--- config.mk ---
export PLATFORM = sky130hd
export DESIGN_NAME = write_back_flat
export DESIGN_NICKNAME = d
export VERILOG_FILES = /design/src/rtl/write_back_if.sv /design/src/rtl/write_back.sv /design/src/flat_wrapper.sv
export SDC_FILE = /design/constraint.sdc
export NUM_CORES = 1
export LEC_CHECK = 0
export CORE_MARGIN = 2
export CORE_UTILIZATION = 45
export DETAILED_ROUTE_END_ITERATION = 12
export GPL_TIMING_DRIVEN = 0
export PLACE_DENSITY_LB_ADDON = 0.12
export SETUP_SLACK_MARGIN = 0.2
export SLEW_MARGIN = 15
export SYNTH_ARGS = -nofsm -noshare
export SYNTH_HDL_FRONTEND = slang
export SYNTH_SLANG_ARGS = --single-unit
--- constraint.sdc ---
create_clock -name clk -period 3.3 [get_ports clk]
set_clock_uncertainty 0.1 [all_clocks]
set_input_delay 0.66 -clock clk [delete_from_list [all_inputs] [get_ports clk]]
set_output_delay 0.66 -clock clk [all_outputs]
set_load 0.05 [all_outputs]
--- src/rtl/write_back_if.sv ---
// Writeback stage bus: execute result bundle in, register-file / PC / UART TX out.
// The slave modport is the writeback stage's view; master is the surrounding pipeline.
interface write_back_if #(
  parameter int unsigned OUT_DEPTH = 16
) ();
  localparam int unsigned CntW = $clog2(OUT_DEPTH) + 1;

  logic            enable;
  logic [3:0]      wselector;
  logic [31:0]     data;
  logic [4:0]      rd;
  logic [31:0]     pc_target;
  logic            done;
  logic [31:0]     pc;
  logic            reg_we;
  logic [4:0]      reg_waddr;
  logic [31:0]     reg_wdata;
  logic [7:0]      out_data;
  logic            out_valid;
  logic            out_ready;
  logic [CntW-1:0] out_count;

  modport master (
    output enable, wselector, data, rd, pc_target, out_ready,
    input  done, pc, reg_we, reg_waddr, reg_wdata, out_data, out_valid, out_count
  );

  modport slave (
    input  enable, wselector, data, rd, pc_target, out_ready,
    output done, pc, reg_we, reg_waddr, reg_wdata, out_data, out_valid, out_count
  );
endinterface

--- src/rtl/write_back.sv ---
// Writeback stage: register-file write, PC update and OUT byte FIFO towards the UART.
// Optional retired-instruction counter enabled by defining WB_RETIRE_CNT_EN.
module write_back #(
  parameter logic [31:0] RESET_PC  = 32'h0,
  parameter int unsigned OUT_DEPTH = 16
) (
  input  logic        clk,
  input  logic        rst,
`ifdef WB_RETIRE_CNT_EN
  output logic [63:0] instret,
`endif
  write_back_if.slave bus
);
  localparam int unsigned PtrW = $clog2(OUT_DEPTH);
  localparam int unsigned CntW = PtrW + 1;

  typedef enum logic [0:0] {StIdle, StWaitOut} state_e;

  state_e            state_q, state_d;
  logic [31:0]       pc_q, pc_d;
  logic              done_q, done_d;
  logic              reg_we_q, reg_we_d;
  logic [4:0]        reg_waddr_q, reg_waddr_d;
  logic [31:0]       reg_wdata_q, reg_wdata_d;
  logic [7:0]        hold_q, hold_d;
  logic [7:0]        mem_q [OUT_DEPTH];
  logic [PtrW-1:0]   wptr_q, rptr_q;
  logic [CntW-1:0]   count_q, count_d;

  logic       pop, room, push;
  logic [7:0] push_byte;
  logic       unused_sel;

  assign unused_sel = bus.wselector[0];

  assign pop  = (count_q != '0) && bus.out_ready;
  // A full FIFO still takes a byte when the head leaves in the same cycle.
  assign room = (count_q < CntW'(OUT_DEPTH)) || pop;

  // Next-state: writeback actions in IDLE, push retry while stalled on OUT.
  always_comb begin
    state_d     = state_q;
    pc_d        = pc_q;
    done_d      = 1'b0;
    reg_we_d    = 1'b0;
    reg_waddr_d = reg_waddr_q;
    reg_wdata_d = reg_wdata_q;
    hold_d      = hold_q;
    push        = 1'b0;
    push_byte   = hold_q;
    unique case (state_q)
      StIdle: begin
        if (bus.enable) begin
          if (bus.wselector[1] && (bus.rd != 5'd0)) begin
            reg_we_d    = 1'b1;
            reg_waddr_d = bus.rd;
            reg_wdata_d = bus.data;
          end
          pc_d   = bus.wselector[2] ? bus.pc_target : pc_q + 32'd4;
          done_d = 1'b1;
          if (bus.wselector[3]) begin
            push_byte = bus.data[7:0];
            if (room) begin
              push = 1'b1;
            end else begin
              hold_d  = bus.data[7:0];
              done_d  = 1'b0;
              state_d = StWaitOut;
            end
          end
        end
      end
      StWaitOut: begin
        if (room) begin
          push    = 1'b1;
          done_d  = 1'b1;
          state_d = StIdle;
        end
      end
      default: state_d = StIdle;
    endcase
  end

  assign count_d = count_q + CntW'(push) - CntW'(pop);

  // State, outputs and FIFO pointers with synchronous reset.
  always_ff @(posedge clk) begin
    if (rst) begin
      state_q     <= StIdle;
      pc_q        <= RESET_PC;
      done_q      <= 1'b0;
      reg_we_q    <= 1'b0;
      reg_waddr_q <= 5'd0;
      reg_wdata_q <= 32'd0;
      hold_q      <= 8'd0;
      wptr_q      <= '0;
      rptr_q      <= '0;
      count_q     <= '0;
    end else begin
      state_q     <= state_d;
      pc_q        <= pc_d;
      done_q      <= done_d;
      reg_we_q    <= reg_we_d;
      reg_waddr_q <= reg_waddr_d;
      reg_wdata_q <= reg_wdata_d;
      hold_q      <= hold_d;
      count_q     <= count_d;
      if (push) wptr_q <= wptr_q + 1'b1;
      if (pop)  rptr_q <= rptr_q + 1'b1;
    end
  end

  // FIFO storage; contents need no reset because out_data is gated by occupancy.
  always_ff @(posedge clk) begin
    if (!rst && push) mem_q[wptr_q] <= push_byte;
  end

`ifdef WB_RETIRE_CNT_EN
  logic [63:0] instret_q;

  // Retired-op counter follows the done pulse.
  always_ff @(posedge clk) begin
    if (rst) instret_q <= 64'd0;
    else     instret_q <= instret_q + 64'(done_q);
  end

  assign instret = instret_q;
`endif

  assign bus.done      = done_q;
  assign bus.pc        = pc_q;
  assign bus.reg_we    = reg_we_q;
  assign bus.reg_waddr = reg_waddr_q;
  assign bus.reg_wdata = reg_wdata_q;
  assign bus.out_valid = (count_q != '0);
  assign bus.out_data  = (count_q != '0) ? mem_q[rptr_q] : 8'h00;
  assign bus.out_count = count_q;

  // A new bundle while stalled on OUT would be lost.
  a_no_enable_in_wait: assert property (@(posedge clk) disable iff (rst)
    (state_q == StWaitOut) |-> !bus.enable)
    else $error("write_back: enable asserted while waiting on OUT FIFO");

endmodule

--- src/flat_wrapper.sv ---
// flat-port wrapper written by rule: the top's interface ports become plain ports
module write_back_flat 
#(
  parameter logic [31:0] RESET_PC  = 32'h0,
  parameter int unsigned OUT_DEPTH = 16
)
  (clk, rst, bus_enable, bus_wselector, bus_data, bus_rd, bus_pc_target, bus_out_ready, bus_done, bus_pc, bus_reg_we, bus_reg_waddr, bus_reg_wdata, bus_out_data, bus_out_valid, bus_out_count);
  write_back_if #(.OUT_DEPTH(OUT_DEPTH)) bus_i ();
  input  logic clk;
  input  logic rst;
  input wire logic [$bits(bus_i.enable)-1:0] bus_enable;
  input wire logic [$bits(bus_i.wselector)-1:0] bus_wselector;
  input wire logic [$bits(bus_i.data)-1:0] bus_data;
  input wire logic [$bits(bus_i.rd)-1:0] bus_rd;
  input wire logic [$bits(bus_i.pc_target)-1:0] bus_pc_target;
  input wire logic [$bits(bus_i.out_ready)-1:0] bus_out_ready;
  output wire logic [$bits(bus_i.done)-1:0] bus_done;
  output wire logic [$bits(bus_i.pc)-1:0] bus_pc;
  output wire logic [$bits(bus_i.reg_we)-1:0] bus_reg_we;
  output wire logic [$bits(bus_i.reg_waddr)-1:0] bus_reg_waddr;
  output wire logic [$bits(bus_i.reg_wdata)-1:0] bus_reg_wdata;
  output wire logic [$bits(bus_i.out_data)-1:0] bus_out_data;
  output wire logic [$bits(bus_i.out_valid)-1:0] bus_out_valid;
  output wire logic [$bits(bus_i.out_count)-1:0] bus_out_count;
  assign bus_i.enable = bus_enable;
  assign bus_i.wselector = bus_wselector;
  assign bus_i.data = bus_data;
  assign bus_i.rd = bus_rd;
  assign bus_i.pc_target = bus_pc_target;
  assign bus_i.out_ready = bus_out_ready;
  assign bus_done = bus_i.done;
  assign bus_pc = bus_i.pc;
  assign bus_reg_we = bus_i.reg_we;
  assign bus_reg_waddr = bus_i.reg_waddr;
  assign bus_reg_wdata = bus_i.reg_wdata;
  assign bus_out_data = bus_i.out_data;
  assign bus_out_valid = bus_i.out_valid;
  assign bus_out_count = bus_i.out_count;
  write_back #(.RESET_PC(RESET_PC), .OUT_DEPTH(OUT_DEPTH)) u_core (.clk(clk), .rst(rst), .bus(bus_i));
endmodule
== Word-level counts from Yosys, hierarchy flattened ==
Memory sizes are Yosys's and may differ from the RTL's. A register that Yosys moved wholly into a read port is not among the register bits.
Cells that the tools add are included.
W data, S select, Z words.

* Order comparisons: 1
* Mux-type cells: 21
* Bitwise gates (word level): 3
* Add/sub/neg operators: 5
* Reduce and logical (&&, ||, !) cells: 11

{| class="wikitable"
|+ Operators by type and width
! operator !! count
|-
| $add A32 B3 Y32 const B || 1
|-
| $mux W32 || 1
|-
| $mux W8 || 4
|-
| $mux W1 || 11
|-
| $reduce_bool A5 Y1 || 2
|-
| $add A4 B1 Y4 const B || 2
|-
| $mux W4 || 2
|-
| $pmux W1 S2 || 3
|-
| $add A5 B1 Y5 || 1
|-
| $lt A5 B5 Y1 const B || 1
|-
| $sub A5 B1 Y5 || 1
|-
| $reduce_and A4 Y1 || 1
|-
| $logic_and A1 B1 Y1 || 3
|-
| $not A1 Y1 || 3
|-
| $reduce_and A3 Y1 || 1
|-
| $reduce_or A3 Y1 || 1
|-
| $reduce_and A2 Y1 || 1
|-
| $logic_not A1 Y1 || 1
|-
| $logic_or A1 B1 Y1 || 1
|}

* Output and inout bits: 85
* Bits in writable memories: 128
* Flip-flop bits (word level): 93
* Input port bits: 77
* Memories kept: 1

{| class="wikitable"
|+ Memory list
! name !! words !! bits a word !! read ports !! clocked after Yosys merged registers in !! wr ports !! line !! source
|-
| u_core.mem_q || 16 || 8 || 1 || 1 || 1 || write_back.sv:26 || <nowiki>logic [7:0] mem_q [OUT_DEPTH];</nowiki>
|}

== Depth between registers and ports, before layout ==
Gate-level depths: netlist (run 1).

* Depth in word-level cells: 10
* Gate-level depth with buffers: 13
* Gate-level depth less buffers: 12

== Worst setup path after synthesis (run 1) ==
OpenSTA, ideal clock, no wires.

* Kind: flip-flop to output port
* Start: reg u_core.count_q[2], in the netlist u_core.bus.out_count[2]
* End: out bus_out_data[6]
* Setup slack: -0.272 ns
* Arrival: 2.812 ns
* Buffers on the path: 1
* Cell stages (with the launch flop): 7
* Data required time: 2.540 ns
* Path through: dfxtp_1 > inv_1 > ha_1 > or4b_2 > clkbuf_1 > nand2_1 > o22ai_1

* Cells in the longest elaborated chain, start to end: 2

{| class="wikitable"
|+ Ends and longest elaborated chain
! item !! line !! source
|-
| start: declaration || write_back.sv:28 || <nowiki>logic [CntW-1:0] count_q, count_d;</nowiki>
|-
| start signal: assignment || write_back.sv:107 || <nowiki>count_q <= count_d;</nowiki>
|-
| $reduce_bool A5 Y1 || n/a ||
|-
| named net bus_out_valid || flat_wrapper.sv:23 || <nowiki>output wire logic [$bits(bus_i.out_valid)-1:0] bus_out_valid;</nowiki>
|-
| $mux W8 || write_back.sv:136 || <nowiki>assign bus.out_data = (count_q != '0) ? mem_q[rptr_q] : 8'h00;</nowiki>
|-
| end: declaration || flat_wrapper.sv:22 || <nowiki>output wire logic [$bits(bus_i.out_data)-1:0] bus_out_data;</nowiki>
|}

The timed path passes the listed nets, and every way through them passes these cells.

==> flow_summary.ini, run 1 <==
[run_status]
status = completed

[grt]
grt_max_degree = 17
antenna_found_initial = 0
grt_pass1_wl_um = 38670
grt_pass1_vias = 6900
grt_overflow_total = 0
grt_usage_pct = 22.54

[finish]
instances_no_fill = 1256
fillers = 1736
final_cell_mix = clkdlybuf4s50_1, edfxtp_1, nand2_1
area_delta_synth_final_pct = 31.40
diodes = 0
layout.nets = 1051
layout_commonest_cell = clkdlybuf4s50_1
fin_area_um2 = 12420
layout-drive-gt1-share_pct = 14.27

[route]
ant_nets = 0
via_count = 6902
drc = 0
drt_pass1_iterations = 5
drt-total-wl_um = 24680
dr.first_iter.drc_count = 468
viasPerCell = 5.495
wire_per_inst_um = 19.65

[synthesis]
synth-seq-cells = 225
synthCells = 775
synth_edf_count = 128
ys_async_sr_fraction_pct = 0
synth-xor-area-share_pct = 0.8339
ys_warn_count = 0
synth_top_flop_cell = edfxtp_1
synth_nets = 864
synth_area_um2 = 9453
ys_seq_area_share_pct = 61.20
synthAdderAreaFrac_pct = 1.668
ys_types = 61
synth_compound_gate_area_share_pct = 9.477
synthSimpleGateAreaFrac_pct = 12.39
syn_area_per_cell_um2 = 12.20
synth_mux_area_share_pct = 11.65
synth_top_family_by_area = simple AND/OR/NAND/NOR gates

[placement]
dpl.cell_count = 1210
dp_hpwl_um = 16930
port-buffer-count = 160
dpl_worst_slack_ns = -0.4660
place_congestion = 0.8494
dpl-instance-area_um2 = 11470

[power_and_ir_drop]
combPwrFrac_pct = 27.1
p_int_uw = 5681
power_frac_seq_pct = 39.0
total_leakage_power_uw = 0.004150
irDropWorstVdd_mv = 0.3953
clkPwrFrac_pct = 34.0
power.density_nw_per_um2 = 656.1
netSwitchingFraction_pct = 30.29
power.switching_uw = 2468

[floorplanning]
die_area_um2 = 22180
ios = 162
initial_utilization_pct = 45.40
fp.dieH_um = 148.9
row_count = 53
die_w_um = 148.9
coreArea_um2 = 20820

[critical_path]
cpMaxStageDelayCell = mux4_2
crit_path_cell_trace = buf_6, buf_12, mux4_2, mux2i_2, o22ai_2, buf_4
worst-r2r-setup-slack_ns = 0.55
crit_fanout = 10
cpPeakStageDelay_ns = 0.56
end_kind = output pin
crit_path_start_kind = flop
crit-reg2reg-launch = u_core.bus.out_count[2]
crit_buf_inv = 3
critPathKind = flop to output pin
cp_top_family = multiplexers
worstPathArrival_ns = 2.26
required_ns = 2.54

[clock_network]
clkTransAtPathRegs_ns = 0.06
clock_sinks = 225
cts.path.max_buffers = 3
clockRootBuffer = clkbuf_16
numCtsBuffers = 25
htree_levels = 1
cts_tree = done
clock_latency_ns = 0.52
ctsHoldBuffers = 0

[sta]
maxSlewHeadroom_pct = 36.42
max_freq_ghz = 0.3314
final_max_slew_viol_count = 0
rsz0062_at_grt = true
setup_tns_ns = 0
finalCriticalPeriod_ns = 3.017
finalSetupViolations = 0
hold_slack_ns = 0.3527
hold_viol = 0
post-route-period-util_pct = 91.43
tightest_slew_ns = 0.9502
fin_ws_ns = 0.2827

[worst_hold_path]
hold_class = flop to flop
hp-start = u_core.bus.pc[0]

[run]
cap_violations = 0
==> cells in the mapped netlist, drive strengths merged, types with 5 or more instances <==
| library cell | count | share of area [%] |
|---|---|---|
| a21oi | 67 | 3.5 |
| a22oi | 7 | 0.56 |
| a31oi | 7 | 0.46 |
| and3 | 8 | 0.53 |
| buf | 12 | 0.83 |
| clkbuf | 35 | 1.5 |
| dfxtp | 97 | 21 |
| edfxtp | 128 | 41 |
| ha | 11 | 1.5 |
| inv | 8 | 0.32 |
| mux2 | 8 | 0.95 |
| mux2i | 29 | 3.1 |
| mux4 | 32 | 7.6 |
| nand2 | 115 | 4.6 |
| nand2b | 7 | 0.46 |
| nand3 | 17 | 0.90 |
| nand4 | 8 | 0.60 |
| nor2 | 62 | 2.5 |
| nor3 | 16 | 0.90 |
| o211ai | 7 | 0.56 |
| o21ai | 15 | 0.79 |
| o22ai | 12 | 0.79 |
| or4 | 7 | 0.61 |
| xor2 | 5 | 0.46 |
==> through the flow <==
step,power (uW),util [%]
finish,8149,59.65
global route,8467,59.65
CTS,8165,59.43
detailed placement,5308,55.08
global placement,5292,55.01
floorplan,4652,-
==> flip-flops by register name, summed over array words and instances (netlist names), named ones only <==
register,count
u_core.mem_q,128
u_core.bus.reg_wdata,32
u_core.rptr_q,4
u_core.hold_q,8
u_core.wptr_q,4
u_core.bus.pc,32
u_core.state_q,1
u_core.bus.out_count,5
u_core.bus.done,1
u_core.bus.reg_waddr,5
u_core.bus.reg_we,1
==> tightest hold or removal path, cell delays in order, from the launching register on <==
cell     delay, ns
dfxtp_1       0.30
nand2_1       0.05
a21oi_1       0.05
==> layout make-up <==
cell class / instances / area, um2 / share of cell area [%]
buffer: 48 / 310.3 / 2.498
clock buffer: 37 / 720.7 / 5.802
clock inverter: 9 / 98.84 / 0.7958
inverter: 9 / 33.78 / 0.2720
multi-input combinational: 493 / 3543 / 28.53
sequential: 225 / 5788 / 46.60
tap: 275 / 344.1 / 2.770
timing repair buffer: 160 / 1582 / 12.73
==> cell families (layout without fill, tap and decap cells) <==
kind of cell,after synthesis,in the layout
buffers and inverters,57,263
DFF,225,225
xor gates and xnor gates,9,9
adders and majority gates,12,12
muxes,69,69
AOI/OAI and AO/OA,145,145
and+or+nand+nor,258,258
==> timing repair <==
action	CTS	global route
buffers inserted	0	0
gates resized for setup	80	15
endpoints found under the setup margin	9	9
==> power by group through the flow <==
| stage | Clock, uW | Combinational [uW] | Sequential (uW) |
|---|---|---|---|
| floorplan | 0 | 1190 | 3460 |
| global placement | 0 | 2060 | 3230 |
| detailed placement | 0 | 2080 | 3230 |
| CTS | 2820 | 2170 | 3170 |
| global route | 2910 | 2360 | 3190 |
| finish | 2770 | 2200 | 3180 |
==> final timing paths <==
kind / endpoint / cells after the start
setup / recovery: bus_out_data[2] / 6
hold / removal: u_core.bus.pc[0] / 2
setup reg to reg: u_core.bus.out_count[4] / 13
hold reg to reg: u_core.bus.pc[0] / 2
==> routing by layer <==
| layer | up-vias | global-route usage, % | share of wire [%] |
|---|---|---|---|
| met3 | 39 | 5.413 | 7.8 |
| met4 | 0 | 5.190 | 2.0 |
| li1 | 3276 | - | - |
| met5 | - | 0 | 0 |
| met2 | 269 | 37.33 | 47 |
| met1 | 3318 | 30.27 | 43 |
(Power assumes the default switching activity.)
==> run 2, diff against run 1 <==
--- a/config.mk
+++ b/config.mk
@@ -11,6 +11,7 @@
 export GPL_TIMING_DRIVEN = 0
 export PLACE_DENSITY_LB_ADDON = 0.12
 export SETUP_SLACK_MARGIN = 0.2
+export SKIP_CTS_REPAIR_TIMING = 1
 export SLEW_MARGIN = 15
 export SYNTH_ARGS = -nofsm -noshare
 export SYNTH_HDL_FRONTEND = slang
==> flow_summary.ini, run 2 (synthesis gave the netlist of run 1 again) <==
[clock_network]
clock_latency_ns = 0.52
cts_tree = done
htree_levels = 1
cts.path.max_buffers = 3
clkTransAtPathRegs_ns = 0.06
numCtsBuffers = 25
clockRootBuffer = clkbuf_16
clock_sinks = 225

[finish]
largest_reg_flops = 128
area_delta_synth_final_pct = 31.62
layout_commonest_cell = clkdlybuf4s50_1
regMostFlops = u_core.mem_q
fin_util_pct = 59.75
diodes = 0
instances_no_fill = 1260
fillers = 1742
layout-drive-gt1-share_pct = 14.11
final_cell_mix = clkdlybuf4s50_1, edfxtp_1, nand2_1
layout.nets = 1055

[worst_hold_path]
hold_end = u_core.bus.pc[0]
holdPathStages = 2
hold_class = flop to flop
hp-start = u_core.bus.pc[0]

[floorplanning]
fp.dieH_um = 148.9
die_area_um2 = 22180
coreArea_um2 = 20820
row_count = 53
ios = 162
initial_utilization_pct = 45.40
die_w_um = 148.9

[route]
wire_per_inst_um = 19.67
dr.first_iter.drc_count = 487
viasPerCell = 5.453
drt-total-wl_um = 24780
ant_nets = 0
via_count = 6871
drc = 0
drt_pass1_iterations = 5

[run]
cap_violations = 0

[critical_path]
end_kind = output pin
worstPathArrival_ns = 2.35
worst-r2r-setup-slack_ns = 0.50
crit-reg2reg-launch = u_core.bus.out_count[2]
r2r_cells = 13
required_ns = 2.54
r2r-end = u_core.bus.out_count[4]
crit_path_start_kind = flop
critPathKind = flop to output pin
crit_fanout = 6

[sta]
finalSetupViolations = 0
rsz0062_at_grt = true
final_max_slew_viol_count = 0
tightest_slew_ns = 0.9511
hold_viol = 0
max_freq_ghz = 0.3213
finalCriticalPeriod_ns = 3.112
post-route-period-util_pct = 94.32
fin_ws_ns = 0.1875
maxSlewHeadroom_pct = 36.36

[placement]
dpl.cell_count = 1210
dp_hpwl_um = 16930
port-buffer-count = 160
dpl_worst_slack_ns = -0.4660
place_congestion = 0.8494

[grt]
grt_usage_pct = 22.47
antenna_found_initial = 0
grt_pass1_vias = 6889
grt_overflow_total = 0
grt_pass1_wl_um = 38600
grt_max_degree = 17

[power_and_ir_drop]
irDropWorstVdd_mv = 0.3952
total_leakage_power_uw = 0.004184
power.density_nw_per_um2 = 656.9

[run_status]
status = completed
==> run 2: per-stage QoR <==
step | area, um2 | power [uW] | hold slack, ns | setup TNS (ns)
after floorplan | 9509 | 4652 | 0.3544 | 0
after CTS | 12290 | 8079 | 0.3537 | -7.391
after detailed placement | 11470 | 5308 | 0.3475 | -4.415
after global placement | 11450 | 5292 | 0.3406 | -6.978
final | 12440 | 8174 | 0.3526 | 0
after global routing | 12440 | 8495 | 0.3749 | 0
==> run 2: how the worst max path moves through the flow <==
stage                                  from                 endpoint  slack (ns)  cells past startpoint
global route                           flop          bus_out_data[1]        0.08                      6
detailed placement                     flop          bus_out_data[5]       -0.47                      6
finish                                 flop          bus_out_data[1]        0.19                      6
floorplan           u_core.bus.out_count[2]  u_core.bus.out_count[4]        0.31                     13
CTS                                    flop          bus_out_data[5]       -1.03                      6
global placement                       flop          bus_out_data[5]       -0.48                      6
==> run 2: worst max-delay path, stage by stage, from the launching register on <==
cell and delay [ns]:
dfxtp_2 0.33, buf_6 0.15, buf_12 0.14, mux4_2 0.50
mux2i_1 0.28, o22ai_2 0.13, dlymetal6s2s_1 0.31
==> run 2: area by class of cell <==
| type | count | area (um2) | area share (%) |
|---|---|---|---|
| Sequential cell | 225 | 5789 | 46.53 |
| Multi-Input combinational cell | 493 | 3516 | 28.26 |
| Timing Repair Buffer | 164 | 1629 | 13.09 |
| Clock buffer | 37 | 720.7 | 5.792 |
| Tap cell | 275 | 344.1 | 2.765 |
| Buffer | 48 | 310.3 | 2.494 |
| Clock inverter | 9 | 98.84 | 0.7945 |
| Inverter | 9 | 33.78 | 0.2715 |
==> run 2: layer usage <==
metal	vias up	global-route usage [%]	share of wire, %
met5	-	0	0
li1	3284	-	-
met3	39	5.382	7.6
met4	0	5.190	1.9
met2	246	37.14	47
met1	3302	30.23	43
==> run 2: report_power, final <==
group | switching, uW | total (uW) | internal, uW
clock network | 1100 | 2760 | 1660
registers | 98.7 | 3180 | 3080
logic | 1270 | 2230 | 959
total | 2470 | 8170 | 5700
==> RTL edit 1: new RTL, config.mk and constraints of run 1 <==
`reg_waddr_q`, `reg_wdata_q` and `hold_q` no longer have a reset.
--- a/src/rtl/write_back.sv
+++ b/src/rtl/write_back.sv
@@ -92,5 +92,2 @@
       reg_we_q    <= 1'b0;
-      reg_waddr_q <= 5'd0;
-      reg_wdata_q <= 32'd0;
-      hold_q      <= 8'd0;
       wptr_q      <= '0;
@@ -103,5 +100,2 @@
       reg_we_q    <= reg_we_d;
-      reg_waddr_q <= reg_waddr_d;
-      reg_wdata_q <= reg_wdata_d;
-      hold_q      <= hold_d;
       count_q     <= count_d;
@@ -110,2 +104,8 @@
     end
+  end
+
+  always_ff @(posedge clk) begin
+    reg_waddr_q <= reg_waddr_d;
+    reg_wdata_q <= reg_wdata_d;
+    hold_q      <= hold_d;
   end
Function: changed (a bounded check fails within 4 cycles, from zero or initial values and one cycle with rst high).
==> RTL edit 1 against run 1 <==
Wire length up 2.0%. Area after synthesis up 2.3%. Sequential cell count unchanged. Setup slack worse by 0.0066 ns. Sequential power up 3%. Design area up 3.1%. Total power up 1.8%. Combinational power up 10%. Critical endpoint is now bus_out_data[7].
==> RTL edit 1: results (changes against run 1) <==
The met2 track demand over resource in global routing came out at 38.5% (+1.2 points). The number of cells in the finished layout apart from fillers is 1194 (-4.9%). The first-pass GRT wire length is 38800 µm (+0.28%).

The part of the Yosys area used for sequential elements came out at 64.5% (+3.3 points). The overall track demand over capacity in global routing is 22.2% (-0.32 points). The total detailed-routing wirelength came out at 25200 µm (+2.0%).

The compound-gate portion of the synthesized area came out at 9.03% (-0.44 points). The total number of nets in the final design is 991 (-5.7%). The number of clock buffers inserted by TritonCTS is 24 (-4.0%). The peak supply drop was 0.536 mV (+36%). The critical path's largest stage delay was 0.54 ns (-0.02 ns). The achievable frequency is 0.331 GHz (-0.22%). The smallest hold slack came out at 0.362 ns (+0.00975 ns). The total net switching power was 2.56 mW (+3.7%). The total via count in the routed design came out at 6881 (-0.30%). The global placement routability congestion came out at 0.920 (+8.3%). The power density over the cells was 648 mW/mm² (-1.3%). The total placed cells including tap cells is 1146 (-5.3%). The pre-CTS setup slack came out at -0.255 ns (+0.211 ns).

The half-perimeter wire length after detailed placement came out at 17400 µm (+2.9%). The maximum number of pins on one net before global-route repair came to 30 (+13). The met3 wire length came to 1650 µm (-15%).

The number of global-route vias before repair is 7131 (+3.3%). Ranked by total cell area, the synthesized netlist is headed by sky130_fd_sc_hd__edfxtp_1 (54%), sky130_fd_sc_hd__dfxtp_1 (11%), sky130_fd_sc_hd__mux4_2 (4.7%). The met3 usage in global routing came to 3.52% (-1.9 points).

The DRC violation total after the first TritonRoute iteration is 528 (+13%). The instance area after placement was 0.0118 mm² (+2.7%). The number of cells produced by synthesis is 712 (-8.1%). The flow ran to the end, and the final reports show no timing, DRC or antenna violations.

The adder and majority gate portion of the synthesized area is 1.63% (-0.037 points). The leakage power total is 4.28 nW (+3.0%). The startpoint identified for the worst register-to-register timing path is u_core.bus.out_count[3]$_SDFF_PP0_. The detailed-routing wirelength on met1 came out at 10300 µm (-2.5%).

The ratio of cells with drive above 1 in the final layout is 17.1% (+2.8 points). The number of library cell types mapped by synthesis came out at 67 (+9.8%). The count of cells resized by post-cts repair is 86 (+7.5%).

The share of the synthesized netlist area taken by xor and xnor gates is 0.725% (-0.11 points).
RTL edit 1: cell count changes in the layout (fill, tap and decap cells not counted), moves of 8 or more:
cell,before,now
sky130_fd_sc_hd__nand2_1,113,51
sky130_fd_sc_hd__dfxtp_1,95,50
sky130_fd_sc_hd__edfxtp_1,128,173
sky130_fd_sc_hd__a21oi_1,67,23
sky130_fd_sc_hd__nor2_1,61,43
sky130_fd_sc_hd__mux4_2,32,20
sky130_fd_sc_hd__clkbuf_1,35,24
sky130_fd_sc_hd__nor3_1,11,19
sky130_fd_sc_hd__o22ai_2,8,0
RTL edit 1: layout make-up:
cell class	count	area, µm²
clock inverters	16	126
multi-input cells	424	3460
repair buffers	164	1640
plain buffers	47	294
clock buffers	27	633
well taps	275	344
inverters	16	62.6
flip-flops and latches	225	6240
fillers	1619	8220
==> RTL edit 2: new RTL, flow settings as in run 1 <==
Without the edit above. `OUT_DEPTH` is set to 16 in 3 places; all go to 32.
--- a/src/rtl/write_back_if.sv
+++ b/src/rtl/write_back_if.sv
@@ -3,3 +3,3 @@
 interface write_back_if #(
-  parameter int unsigned OUT_DEPTH = 16
+  parameter int unsigned OUT_DEPTH = 32
 ) ();
--- a/src/rtl/write_back.sv
+++ b/src/rtl/write_back.sv
@@ -4,3 +4,3 @@
   parameter logic [31:0] RESET_PC  = 32'h0,
-  parameter int unsigned OUT_DEPTH = 16
+  parameter int unsigned OUT_DEPTH = 32
 ) (
--- a/src/flat_wrapper.sv
+++ b/src/flat_wrapper.sv
@@ -4,3 +4,3 @@
   parameter logic [31:0] RESET_PC  = 32'h0,
-  parameter int unsigned OUT_DEPTH = 16
+  parameter int unsigned OUT_DEPTH = 32
 )
Interface: changed (resized bus_out_count); port bits go from 162 to 163. The function was not compared with the original's and may differ.
==> RTL edit 2 against run 1 <==
First-iteration DRC count is 79% higher. Global-route usage is 0.095 points higher. Combinational power is 59% higher. Area after synthesis is 55% higher. Synthesized cell count is 33% higher. Design area is 54% higher. Die area is 53% higher. Setup slack worse by 0.14 ns. Sequential cell count is 132 higher. Via count is 42% higher. Fmax is 4.6% lower. Wire length is 57% higher. Total power is 61% higher. Critical path type unchanged. Critical endpoint is now bus_out_data[0]. Largest cell class unchanged. Largest power group unchanged.
==> RTL edit 2: results (changes against run 1) <==
The adder and majority gate portion of the synthesized area was 1.33% (-0.33 points). The leakage power total came out at 6.20 nW (+49%). The synthesized net count is 1124 (+30%).

The overall track demand over capacity in global routing came out at 22.6% (+0.095 points). The peak supply drop came out at 0.381 mV (-3.7%). The DRC violation total after the first TritonRoute iteration is 839 (+79%).

The maximum level of the CTS H-tree is 2 (+1). The total number of nets in the final design is 1345 (+28%). The part of the Yosys area used for sequential elements is 66.3% (+5.1 points). The number of flip-flops in the largest register came out at 256 (+100%). The number of clock buffers inserted by TritonCTS came out at 39 (+56%). The global placement routability congestion was 0.862 (+1.4%).

The highest-delay cell along the critical path is sky130_fd_sc_hd__mux4_2. The worst-skew pair later-pin latency is 0.52 ns (about the same). The maximum number of pins on one net before global-route repair came out at 33 (+16). The share of the synthesized netlist area taken by xor and xnor gates is 0.658% (-0.18 points).

The signal arrival time at the worst endpoint is 2.40 ns (+0.14 ns). The largest driver fanout on the critical path is 5 (-5). The count of flip-flops with a built-in enable after synthesis came out at 256 (+100%). The flow ran to the end, and the final reports show no timing, DRC or antenna violations.

Sorting the synthesized cells by how often they occur yields sky130_fd_sc_hd__edfxtp_1 (256), sky130_fd_sc_hd__nand2_1 (119), sky130_fd_sc_hd__dfxtp_1 (101), sky130_fd_sc_hd__nor2_1 (84), sky130_fd_sc_hd__mux4_2 (64). The ratio of cells with drive above 1 in the final layout was 20.7% (+6.4 points). The maximum root-to-sink buffer count is 3 (unchanged). The compound-gate portion of the synthesized area came out at 7.61% (-1.9 points). Yosys attributes the largest share of cell area to sky130_fd_sc_hd__edfxtp_1 (52%), sky130_fd_sc_hd__dfxtp_1 (14%), sky130_fd_sc_hd__mux4_2 (9.8%). The critical path's largest stage delay is 0.51 ns (-0.05 ns).

The critical path's top delay family is compound AO/OA/AOI/OAI gates. The fraction of synthesized area in multiplexers came out at 12.1% (+0.46 points). The instance area after placement was 0.0169 mm² (+47%). The number of global-route vias before repair was 9554 (+38%). The first-pass GRT wire length was 57600 µm (+49%).

The number of antenna violations at the first check in global routing is 1 (+1). The transition at the pin with the smallest max-transition slack was 0.796 ns (-0.154 ns). The half-perimeter wire length after detailed placement came to 25300 µm (+49%).

The internal power was 9.39 mW (+65%). The quantity of I/O buffers inserted on ports came to 159 (-0.63%). The clock root buffer master is sky130_fd_sc_hd__clkbuf_16.

The total detailed-routing wirelength came out at 38600 µm (+57%).
-- RTL edit 2: power by group through the flow --
| stage | Sequential (mW) | Combinational, mW | Clock [mW] |
|---|---|---|---|
| 3_3_place_gp | 5.16 | 2.80 | 0 |
| 4_1_cts | 5.09 | 3.25 | 4.56 |
| 3_5_place_dp | 5.16 | 2.82 | 0 |
| 2_1_floorplan | 5.41 | 1.66 | 0 |
| 6_report | 5.09 | 3.49 | 4.50 |
| 5_1_grt | 5.10 | 3.70 | 4.74 |
-- RTL edit 2: repair_timing --
action                                  in CTS  in global routing
endpoints found under the setup margin     181                227
gates resized for setup                    157                 44
buffers inserted                             6                  8
pin swaps                                   10                 17
gates cloned                                 2                  5
-- RTL edit 2: logic make-up (layout without fill, tap and decap cells) --
kind of cell,Yosys count,after routing
other,0,1
AOI/OAI and AO/OA,174,174
DFF,357,357
xor gates and xnor gates,11,11
and+or+nand+nor,304,304
adders and majority gates,15,15
muxes,96,96
buffers and inverters,75,324
-- RTL edit 2: per-layer routing --
layer  up-vias  wire length [µm]  global-route usage, %
met1      4836             16700                   31.7
met4         0               796                   6.46
met3        62              3570                   6.50
met2       479             17600                   34.6
li1       4415                 -                      -
met5         -                 0                      0
-- RTL edit 2: stage by stage --
stage	power (mW)	cells	worst slack (ns)	hold slack, ns	utilization (%)
2_1_floorplan	7.07	1032	0.156	0.354	-
3_3_place_gp	7.97	1633	-0.894	0.341	52.2
3_5_place_dp	7.98	1633	-0.910	0.348	52.2
4_1_cts	12.9	1710	0.122	0.355	58.0
5_1_grt	13.5	1723	0.0349	0.372	59.1
6_report	13.1	1724	0.138	0.356	59.1
-- RTL edit 2: path summary, 6_finish.rpt --
path,startpoint,to,slack [ns],cells after the start
worst min register to register,u_core.bus.reg_wdata[8]$_SDFFE_PP0P_,u_core.bus.reg_wdata[8]$_SDFFE_PP0P_,0.36,2
worst max-delay path,flip-flop,bus_out_data[0],0.14,7
worst min-delay path,u_core.bus.reg_wdata[8]$_SDFFE_PP0P_,u_core.bus.reg_wdata[8]$_SDFFE_PP0P_,0.36,2
worst max register to register,u_core.bus.out_count[2]$_SDFF_PP0_,u_core.mem_q[0][5]$_DFFE_PP_,0.17,9
-- RTL edit 2: area by class of cell --
cell class / instances / area, µm² / share of cell area (%)
Antenna cell: 1 / 2.50 / 0.0131
Buffer: 59 / 499 / 2.62
Timing Repair Buffer: 180 / 1960 / 10.2
Clock buffer: 54 / 1130 / 5.91
Sequential cell: 357 / 9730 / 51.0
Tap cell: 442 / 553 / 2.90
Clock inverter: 15 / 199 / 1.04
Multi-Input combinational cell: 600 / 4950 / 25.9
Inverter: 16 / 63.8 / 0.334
